==> src/rtl/p_uart_pkg.sv <==
// Shared definitions for the UART transmit arbiter: state encoding,
// default packet width and an ID-width helper.
package p_uart_pkg;

  // 2-bit state encodings for the launch sequencer
  localparam logic [1:0] IDLE_ENC      = 2'd0;
  localparam logic [1:0] WAIT_RISE_ENC = 2'd1;
  localparam logic [1:0] WAIT_FALL_ENC = 2'd2;

  typedef enum logic [1:0] {
    IDLE      = IDLE_ENC,
    WAIT_RISE = WAIT_RISE_ENC,
    WAIT_FALL = WAIT_FALL_ENC
  } arb_state_t;

  // Packet width of p_uart_send's uart_din
  localparam int P_DATA_W = 128;

  // Ceiling log2 with a floor of 1 so single-entry cases still get a 1-bit field
  function automatic int clog2(input int value);
    int r;
    r = 0;
    while ((1 << r) < value) r++;
    if (r < 1) r = 1;
    return r;
  endfunction

endpackage

==> src/rtl/p_uart_tx_arb_if.sv <==
// Requester/launch bundle between the packet sources, the arbiter and
// p_uart_send.
//
// Handshake: a requester raises req_valid[i] with req_data[i] stable and
// holds both until req_ack[i] pulses (or it withdraws valid); the packet is
// captured on the ack cycle. req_done[i] or req_err[i] later closes the
// transfer with a single-cycle pulse. uart_en is a one-cycle launch strobe
// with uart_din held from launch until done/err; uart_tx_busy is the
// transmitter's level busy flag.
interface p_uart_tx_arb_if
  import p_uart_pkg::*;
#(
  parameter int NUM_REQ = 4,
  parameter int DATA_W  = P_DATA_W
);
  localparam int ID_W = clog2(NUM_REQ);

  logic [NUM_REQ-1:0]        req_valid;
  logic [NUM_REQ*DATA_W-1:0] req_data;
  logic [NUM_REQ-1:0]        req_ack;
  logic [NUM_REQ-1:0]        req_done;
  logic [NUM_REQ-1:0]        req_err;
  logic                      uart_en;
  logic [DATA_W-1:0]         uart_din;
  logic                      uart_tx_busy;
  logic [ID_W-1:0]           grant_id;
  logic                      arb_busy;
  // Debug visibility of the sequencer state and round-robin pointer
  logic [1:0]                dbg_state;
  logic [ID_W-1:0]           dbg_ptr;

  modport slave (
    input  req_valid, req_data, uart_tx_busy,
    output req_ack, req_done, req_err, uart_en, uart_din,
           grant_id, arb_busy, dbg_state, dbg_ptr
  );

  modport master (
    output req_valid, req_data, uart_tx_busy,
    input  req_ack, req_done, req_err, uart_en, uart_din,
           grant_id, arb_busy, dbg_state, dbg_ptr
  );

endinterface

==> src/rtl/p_rr_arb.sv <==
// Combinational round-robin pick: first set request at or above the
// pointer, wrapping at NUM_REQ.
module p_rr_arb
  import p_uart_pkg::*;
#(
  parameter int NUM_REQ = 4,
  parameter int ID_W    = clog2(NUM_REQ)
) (
  input  logic [NUM_REQ-1:0] i_req,
  input  logic [ID_W-1:0]    i_ptr,
  output logic [NUM_REQ-1:0] o_gnt,
  output logic [ID_W-1:0]    o_gnt_id,
  output logic               o_any
);

  localparam logic [ID_W:0] NR_L = (ID_W+1)'(NUM_REQ);

  logic [ID_W:0]   w_sum;
  logic [ID_W-1:0] w_idx;

  // Scan upward from the pointer; the pointer is always < NUM_REQ so one
  // subtraction is enough to wrap.
  always_comb begin
    o_gnt    = '0;
    o_gnt_id = '0;
    o_any    = 1'b0;
    w_sum    = '0;
    w_idx    = '0;
    for (int k = 0; k < NUM_REQ; k++) begin
      w_sum = {1'b0, i_ptr} + (ID_W+1)'(k);
      if (w_sum >= NR_L) w_sum = w_sum - NR_L;
      w_idx = w_sum[ID_W-1:0];
      if (!o_any && i_req[w_idx]) begin
        o_any        = 1'b1;
        o_gnt[w_idx] = 1'b1;
        o_gnt_id     = w_idx;
      end
    end
  end

endmodule

==> src/rtl/p_uart_tx_arb.sv <==
// Shares one p_uart_send between NUM_REQ packet sources. Grants one packet
// at a time round-robin, launches it with a single uart_en pulse, then
// follows uart_tx_busy through its rise and fall to report done, or reports
// an error if busy never rises within BUSY_TO cycles.
module p_uart_tx_arb
  import p_uart_pkg::*;
#(
  parameter int NUM_REQ = 4,
  parameter int DATA_W  = P_DATA_W,
  parameter int BUSY_TO = 16
) (
  input logic             sys_clk,
  input logic             sys_rst,
  p_uart_tx_arb_if.slave  bus
);

  localparam int              ID_W     = clog2(NUM_REQ);
  localparam int              CNT_W    = clog2(BUSY_TO);
  localparam logic [CNT_W-1:0] CNT_LAST = CNT_W'(BUSY_TO - 1);
  localparam logic [ID_W-1:0]  LAST_ID  = ID_W'(NUM_REQ - 1);

  arb_state_t          r_state;
  logic [ID_W-1:0]     r_ptr;
  logic [ID_W-1:0]     r_grant_id;
  logic [CNT_W-1:0]    r_cnt;
  logic [NUM_REQ-1:0]  r_ack;
  logic [NUM_REQ-1:0]  r_done;
  logic [NUM_REQ-1:0]  r_err;
  logic                r_en;
  logic [DATA_W-1:0]   r_din;
  logic                r_arb_busy;

  logic [NUM_REQ-1:0]  w_gnt;
  logic [ID_W-1:0]     w_gnt_id;
  logic                w_any;
  logic [DATA_W-1:0]   w_win_data;
  logic [ID_W-1:0]     w_ptr_next;
  logic [NUM_REQ-1:0]  w_own_oh;

  p_rr_arb #(
    .NUM_REQ (NUM_REQ),
    .ID_W    (ID_W)
  ) u_rr (
    .i_req    (bus.req_valid),
    .i_ptr    (r_ptr),
    .o_gnt    (w_gnt),
    .o_gnt_id (w_gnt_id),
    .o_any    (w_any)
  );

  // AND-OR select of the winning requester's packet using the one-hot grant
  always_comb begin
    w_win_data = '0;
    for (int i = 0; i < NUM_REQ; i++) begin
      if (w_gnt[i]) w_win_data = bus.req_data[i*DATA_W +: DATA_W];
    end
  end

  // Next pointer favours the requester after the winner
  always_comb begin
    w_ptr_next = (w_gnt_id == LAST_ID) ? '0 : w_gnt_id + 1'b1;
  end

  // One-hot of the current owner, used for the done/err pulses
  always_comb begin
    w_own_oh             = '0;
    w_own_oh[r_grant_id] = 1'b1;
  end

  // Launch sequencer: IDLE -> WAIT_RISE -> WAIT_FALL -> IDLE, all outputs registered
  always_ff @(posedge sys_clk or posedge sys_rst) begin
    if (sys_rst) begin
      r_state    <= IDLE;
      r_ptr      <= '0;
      r_grant_id <= '0;
      r_cnt      <= '0;
      r_ack      <= '0;
      r_done     <= '0;
      r_err      <= '0;
      r_en       <= 1'b0;
      r_din      <= '0;
      r_arb_busy <= 1'b0;
    end else begin
      r_ack  <= '0;
      r_done <= '0;
      r_err  <= '0;
      r_en   <= 1'b0;
      case (r_state)
        IDLE: begin
          // A leftover frame in the transmitter holds off arbitration
          if (!bus.uart_tx_busy && w_any) begin
            r_ack      <= w_gnt;
            r_en       <= 1'b1;
            r_din      <= w_win_data;
            r_grant_id <= w_gnt_id;
            r_ptr      <= w_ptr_next;
            r_cnt      <= '0;
            r_state    <= WAIT_RISE;
            r_arb_busy <= 1'b1;
          end
        end
        WAIT_RISE: begin
          if (bus.uart_tx_busy) begin
            r_state <= WAIT_FALL;
          end else if (r_cnt == CNT_LAST) begin
            r_err      <= w_own_oh;
            r_state    <= IDLE;
            r_arb_busy <= 1'b0;
          end else begin
            r_cnt <= r_cnt + 1'b1;
          end
        end
        WAIT_FALL: begin
          // Frame length belongs to p_uart_send, so no timeout here
          if (!bus.uart_tx_busy) begin
            r_done     <= w_own_oh;
            r_state    <= IDLE;
            r_arb_busy <= 1'b0;
          end
        end
        default: begin
          r_state    <= IDLE;
          r_arb_busy <= 1'b0;
        end
      endcase
    end
  end

  assign bus.req_ack   = r_ack;
  assign bus.req_done  = r_done;
  assign bus.req_err   = r_err;
  assign bus.uart_en   = r_en;
  assign bus.uart_din  = r_din;
  assign bus.grant_id  = r_grant_id;
  assign bus.arb_busy  = r_arb_busy;
  assign bus.dbg_state = r_state;
  assign bus.dbg_ptr   = r_ptr;

endmodule

==> src/flat_wrapper.sv <==
// flat-port wrapper written by rule: the top's interface ports become plain ports
module p_uart_tx_arb_flat import p_uart_pkg::*;
#(
  parameter int NUM_REQ = 4,
  parameter int DATA_W  = P_DATA_W,
  parameter int BUSY_TO = 16
)
  (sys_clk, sys_rst, bus_req_valid, bus_req_data, bus_uart_tx_busy, bus_req_ack, bus_req_done, bus_req_err, bus_uart_en, bus_uart_din, bus_grant_id, bus_arb_busy, bus_dbg_state, bus_dbg_ptr);
  p_uart_tx_arb_if #(.NUM_REQ(NUM_REQ), .DATA_W(DATA_W)) bus_i ();
  input logic sys_clk;
  input logic sys_rst;
  input wire logic [$bits(bus_i.req_valid)-1:0] bus_req_valid;
  input wire logic [$bits(bus_i.req_data)-1:0] bus_req_data;
  input wire logic [$bits(bus_i.uart_tx_busy)-1:0] bus_uart_tx_busy;
  output wire logic [$bits(bus_i.req_ack)-1:0] bus_req_ack;
  output wire logic [$bits(bus_i.req_done)-1:0] bus_req_done;
  output wire logic [$bits(bus_i.req_err)-1:0] bus_req_err;
  output wire logic [$bits(bus_i.uart_en)-1:0] bus_uart_en;
  output wire logic [$bits(bus_i.uart_din)-1:0] bus_uart_din;
  output wire logic [$bits(bus_i.grant_id)-1:0] bus_grant_id;
  output wire logic [$bits(bus_i.arb_busy)-1:0] bus_arb_busy;
  output wire logic [$bits(bus_i.dbg_state)-1:0] bus_dbg_state;
  output wire logic [$bits(bus_i.dbg_ptr)-1:0] bus_dbg_ptr;
  assign bus_i.req_valid = bus_req_valid;
  assign bus_i.req_data = bus_req_data;
  assign bus_i.uart_tx_busy = bus_uart_tx_busy;
  assign bus_req_ack = bus_i.req_ack;
  assign bus_req_done = bus_i.req_done;
  assign bus_req_err = bus_i.req_err;
  assign bus_uart_en = bus_i.uart_en;
  assign bus_uart_din = bus_i.uart_din;
  assign bus_grant_id = bus_i.grant_id;
  assign bus_arb_busy = bus_i.arb_busy;
  assign bus_dbg_state = bus_i.dbg_state;
  assign bus_dbg_ptr = bus_i.dbg_ptr;
  p_uart_tx_arb #(.NUM_REQ(NUM_REQ), .DATA_W(DATA_W), .BUSY_TO(BUSY_TO)) u_core (.sys_clk(sys_clk), .sys_rst(sys_rst), .bus(bus_i));
endmodule
==> config.mk <==
export PLATFORM = sky130hd
export DESIGN_NAME = p_uart_tx_arb_flat
export DESIGN_NICKNAME = d
export VERILOG_FILES = /design/src/rtl/p_uart_pkg.sv /design/src/rtl/p_uart_tx_arb_if.sv /design/src/rtl/p_rr_arb.sv /design/src/rtl/p_uart_tx_arb.sv /design/src/flat_wrapper.sv
export SDC_FILE = /design/constraint.sdc
export NUM_CORES = 1
export LEC_CHECK = 0
export CORE_AREA = 2 2 263 265
export CTS_CLUSTER_DIAMETER = 100
export CTS_CLUSTER_SIZE = 10
export DETAILED_ROUTE_END_ITERATION = 16
export DIE_AREA = 0 0 265 267
export DONT_BUFFER_PORTS = 1
export PLACE_DENSITY = 0.33
export RECOVER_POWER = 100
export SYNTH_ARGS = -nofsm -noshare
export SYNTH_HDL_FRONTEND = slang
export SYNTH_SLANG_ARGS = --single-unit
==> constraint.sdc <==
create_clock -name sys_clk -period 6.8 [get_ports sys_clk]
set_clock_uncertainty 0.15 [all_clocks]
set_input_delay 2.04 -clock sys_clk [delete_from_list [all_inputs] [get_ports sys_clk]]
set_output_delay 2.04 -clock sys_clk [all_outputs]
set_load 0.05 [all_outputs]
==> metrics <==
status=finished, violations left; failing checks=capacitance limit, slew limit; initial DRC count=between 800 and 900; GP Congestion=roughly 0.81; Vias=around 12,000; Setup crit start=u_core.bus.dbg_ptr[1]; Area growth syn-to-layout=11.31%; Hold-fix buffers, CTS=0; compound-gate portion of the synthesized area=0.4277; Rel. slew slack=-1.685; initial antenna violation count=17; Clk pin slew, worst setup/hold paths=0.08 ns; commonest register cell after synthesis=dfrtp_1; Synth async-reset ratio=1.000; CTS tree=built; CP cell instances=clkbuf_1 -> inv_1 -> ha_1 -> or3b_1 -> a2111oi_2 -> or3_1 -> a221o_4 -> clkbuf_1 -> nand2_1 -> a31oi_1; worst reg2reg startpoint=u_core.bus.dbg_ptr[1]; Initial Utilization=0.1732; count of different cell masters after synthesis=50; crit path launch type=register; Die Y=between 200 and 300 µm; Final setup viols=0; layout cells sized above 1=0.06016; Synth Area in Simple Gates=0.1088; Synth Area in Adders=0.008502; Crit Path Max Fanout=51; Min-Delay Startpoint=u_core.r_cnt[3]; DRC Markers=0; Required @ worst endpoint=just over 7 ns; proportion of synthesized area in mux cells=0.01020; all-layer global routing usage=0.1713; CP top delay family=buffers and inverters; CTS Buffer Depth=2; Mapped Cells=1,473; Post-Synth XOR/XNOR Area=0.002976; Critical Path Slowest Stage Cell=clkbuf_1; post-route setup TNS=0 ns; first-pass detailed-route iteration total=7; CTS Root Cell=clkbuf_16; DP HPWL=43.48 mm; Fmax=approximately 0.18 GHz; port bufs=0; post-cts gate resize count=0; RSZ-0062 raised after global routing=no; final cell count without fillers=2,254; Tmin final=~5.5 ns; Die Area=slightly above 70,000 µm²; CTS buffer count=17; crit-path max cell delay=1.04 ns; Buffers & Inverters on Critical Path=3; wire length per cell=approximately 28 µm; Placed Instances=between 2,000 and 2,500; via density per instance=5.246; largest net degree at the start of global routing=around 130; fin. max-slew vios=108; Seq/Total Area, Yosys=0.3231; Post-synth EDFFs=0; fin crit share=0.8066; Worst-Skew Late Latency=between 0.4 and 0.5 ns; largest family of logic cells by synthesized area=compound AO/OA/AOI/OAI gates; critical path arrival=roughly 5.7 ns; maximum VDD drop=0.0002399 V; Setup Fix Bufs, Post-CTS=0; Yosys Warn Count=0; critical path type=reg2reg; top cell type's share of synthesized area=0.3231; Max H-tree Level=4; Finished Core Util=0.1927; nets@finish=~1,900; Routed Antenna Nets=0; dominant cell type by area after synthesis=dfrtp_1; vias in the first global route=~12,000; Core Area=between 60,000 and 70,000 µm²; Leakage Power=just under 5 nW; worst-margin pin slew=between 4 and 5 ns; worst hold path type=reg2reg; clock sink count=152; Pwr Density=around 640 nW/µm²; Fin. Hold Viols=0; Synth Register Bits=around 150; first-pass GRT wire length=89.60 mm; Synthesized Nets=2,000; GRT overflow=0; Routed Wire Length=around 64 mm; max_cap viols=2; Syn Area/Cell=around 8 µm²; most used cell, CP=clkbuf_1; row cnt=96; Post-Syn Area=roughly 12,000 µm²; io pins=667; Crit. End Element=register; largest cells by area after synthesis=dfrtp_1 32%, o2bb2ai_1 9.5%, o31ai_1 8.3%; Die Span X=between 200 and 300 µm
-- state kept, by name (all words and copies together), names as in the netlist, named ones only --
name	cells
u_core.bus.uart_din	128
u_core.bus.req_ack	4
u_core.bus.req_done	4
u_core.bus.req_err	4
u_core.r_cnt	4
u_core.bus.dbg_state	2
u_core.bus.grant_id	2
u_core.bus.arb_busy	1
u_core.bus.dbg_ptr	1
u_core.bus.uart_en	1
-- kinds of logic (layout without fill, tap and decap cells) --
kind of cell | after synthesis | in the layout
other cells | 0 | 9
buf+inv | 314 | 204
compound gates | 669 | 669
simple gates | 318 | 318
mux | 8 | 8
fa+ha+maj | 8 | 8
xor+xnor | 4 | 4
flops | 152 | 152
-- layer usage --
| layer | vias to the layer above | GRT usage | wire (µm) |
|---|---|---|---|
| met1 | 5989 | 0.2113 | 26100 |
| met2 | 574 | 0.2836 | 30860 |
| met3 | 81 | 0.05120 | 5151 |
| met5 | - | 0 | 55 |
| met4 | 8 | 0.05787 | 1428 |
| li1 | 5172 | - | - |
-- through the flow --
| stage | power (mW) | setup slack (ns) | hold WS (ns) | area, µm² |
|---|---|---|---|---|
| after floorplan | 5.956 | 0.5169 | 0.3471 | 11770 |
| after global placement | 7.428 | 1.680 | 0.3772 | 12480 |
| after detailed placement | 7.431 | 1.628 | 0.3833 | 12480 |
| after CTS | 8.544 | 2.157 | 0.3966 | 13110 |
| after global routing | 8.909 | 1.014 | 0.4555 | 13100 |
| final | 8.415 | 1.315 | 0.3993 | 13100 |
-- cells in the mapped netlist, drive strengths merged, types with 4 or more instances --
cell     number
a21boi      128
a21oi         7
a31oi       128
and2          4
buf          91
clkbuf       88
dfrtp       152
ha            8
inv         135
nand2       142
nand2b        5
nand3b        5
nor2        144
nor3          4
o211ai      128
o21ai        10
o2bb2ai     128
o31ai       130
-- power by group --
part	switching, mW	total [mW]	internal [mW]
combinational	2.77	4.14	1.37
clock	0.506	1.10	0.594
sequential	1.87	3.17	1.30
-- tightest hold or removal path, cell delays in order, from the launching register on --
cell	delay [ns]
dfrtp_1	0.36
xor2_1	0.07
nor2_1	0.07
-- area by class of cell --
type / instances / area (µm²)
clock inverters: 15 / 203.9
repair buffers: 37 / 409.1
well taps: 882 / 1104
diodes: 9 / 22.52
fillers: 7749 / 54880
flip-flops and latches: 152 / 3804
inverters: 135 / 510.5
clock buffers: 17 / 425.4
multi-input cells: 1007 / 6625
-- layout by cell type (no fill, tap or decap), types with 20 or more instances in the layout --
cell type  instances
dfrtp_1          152
o211ai_1         128
a21boi_0         127
o31ai_1          129
nand2_1          142
a31oi_1          128
o2bb2ai_1        128
inv_1            133
nor2_1           143
buf_4             20
-- path summary, 6_finish.rpt --
kind	cells past startpoint	slack (ns)	to
worst max-delay path	10	1.32	u_core.bus.uart_din[63]
worst min-delay path	2	0.40	u_core.r_cnt[3]
worst max register to register	10	1.32	u_core.bus.uart_din[63]
worst min register to register	2	0.40	u_core.r_cnt[3]
max in group asynchronous	1	2.22	u_core.bus.uart_din[117]
min in group asynchronous	1	2.43	u_core.bus.uart_din[31]
(Power assumes the default switching activity.)
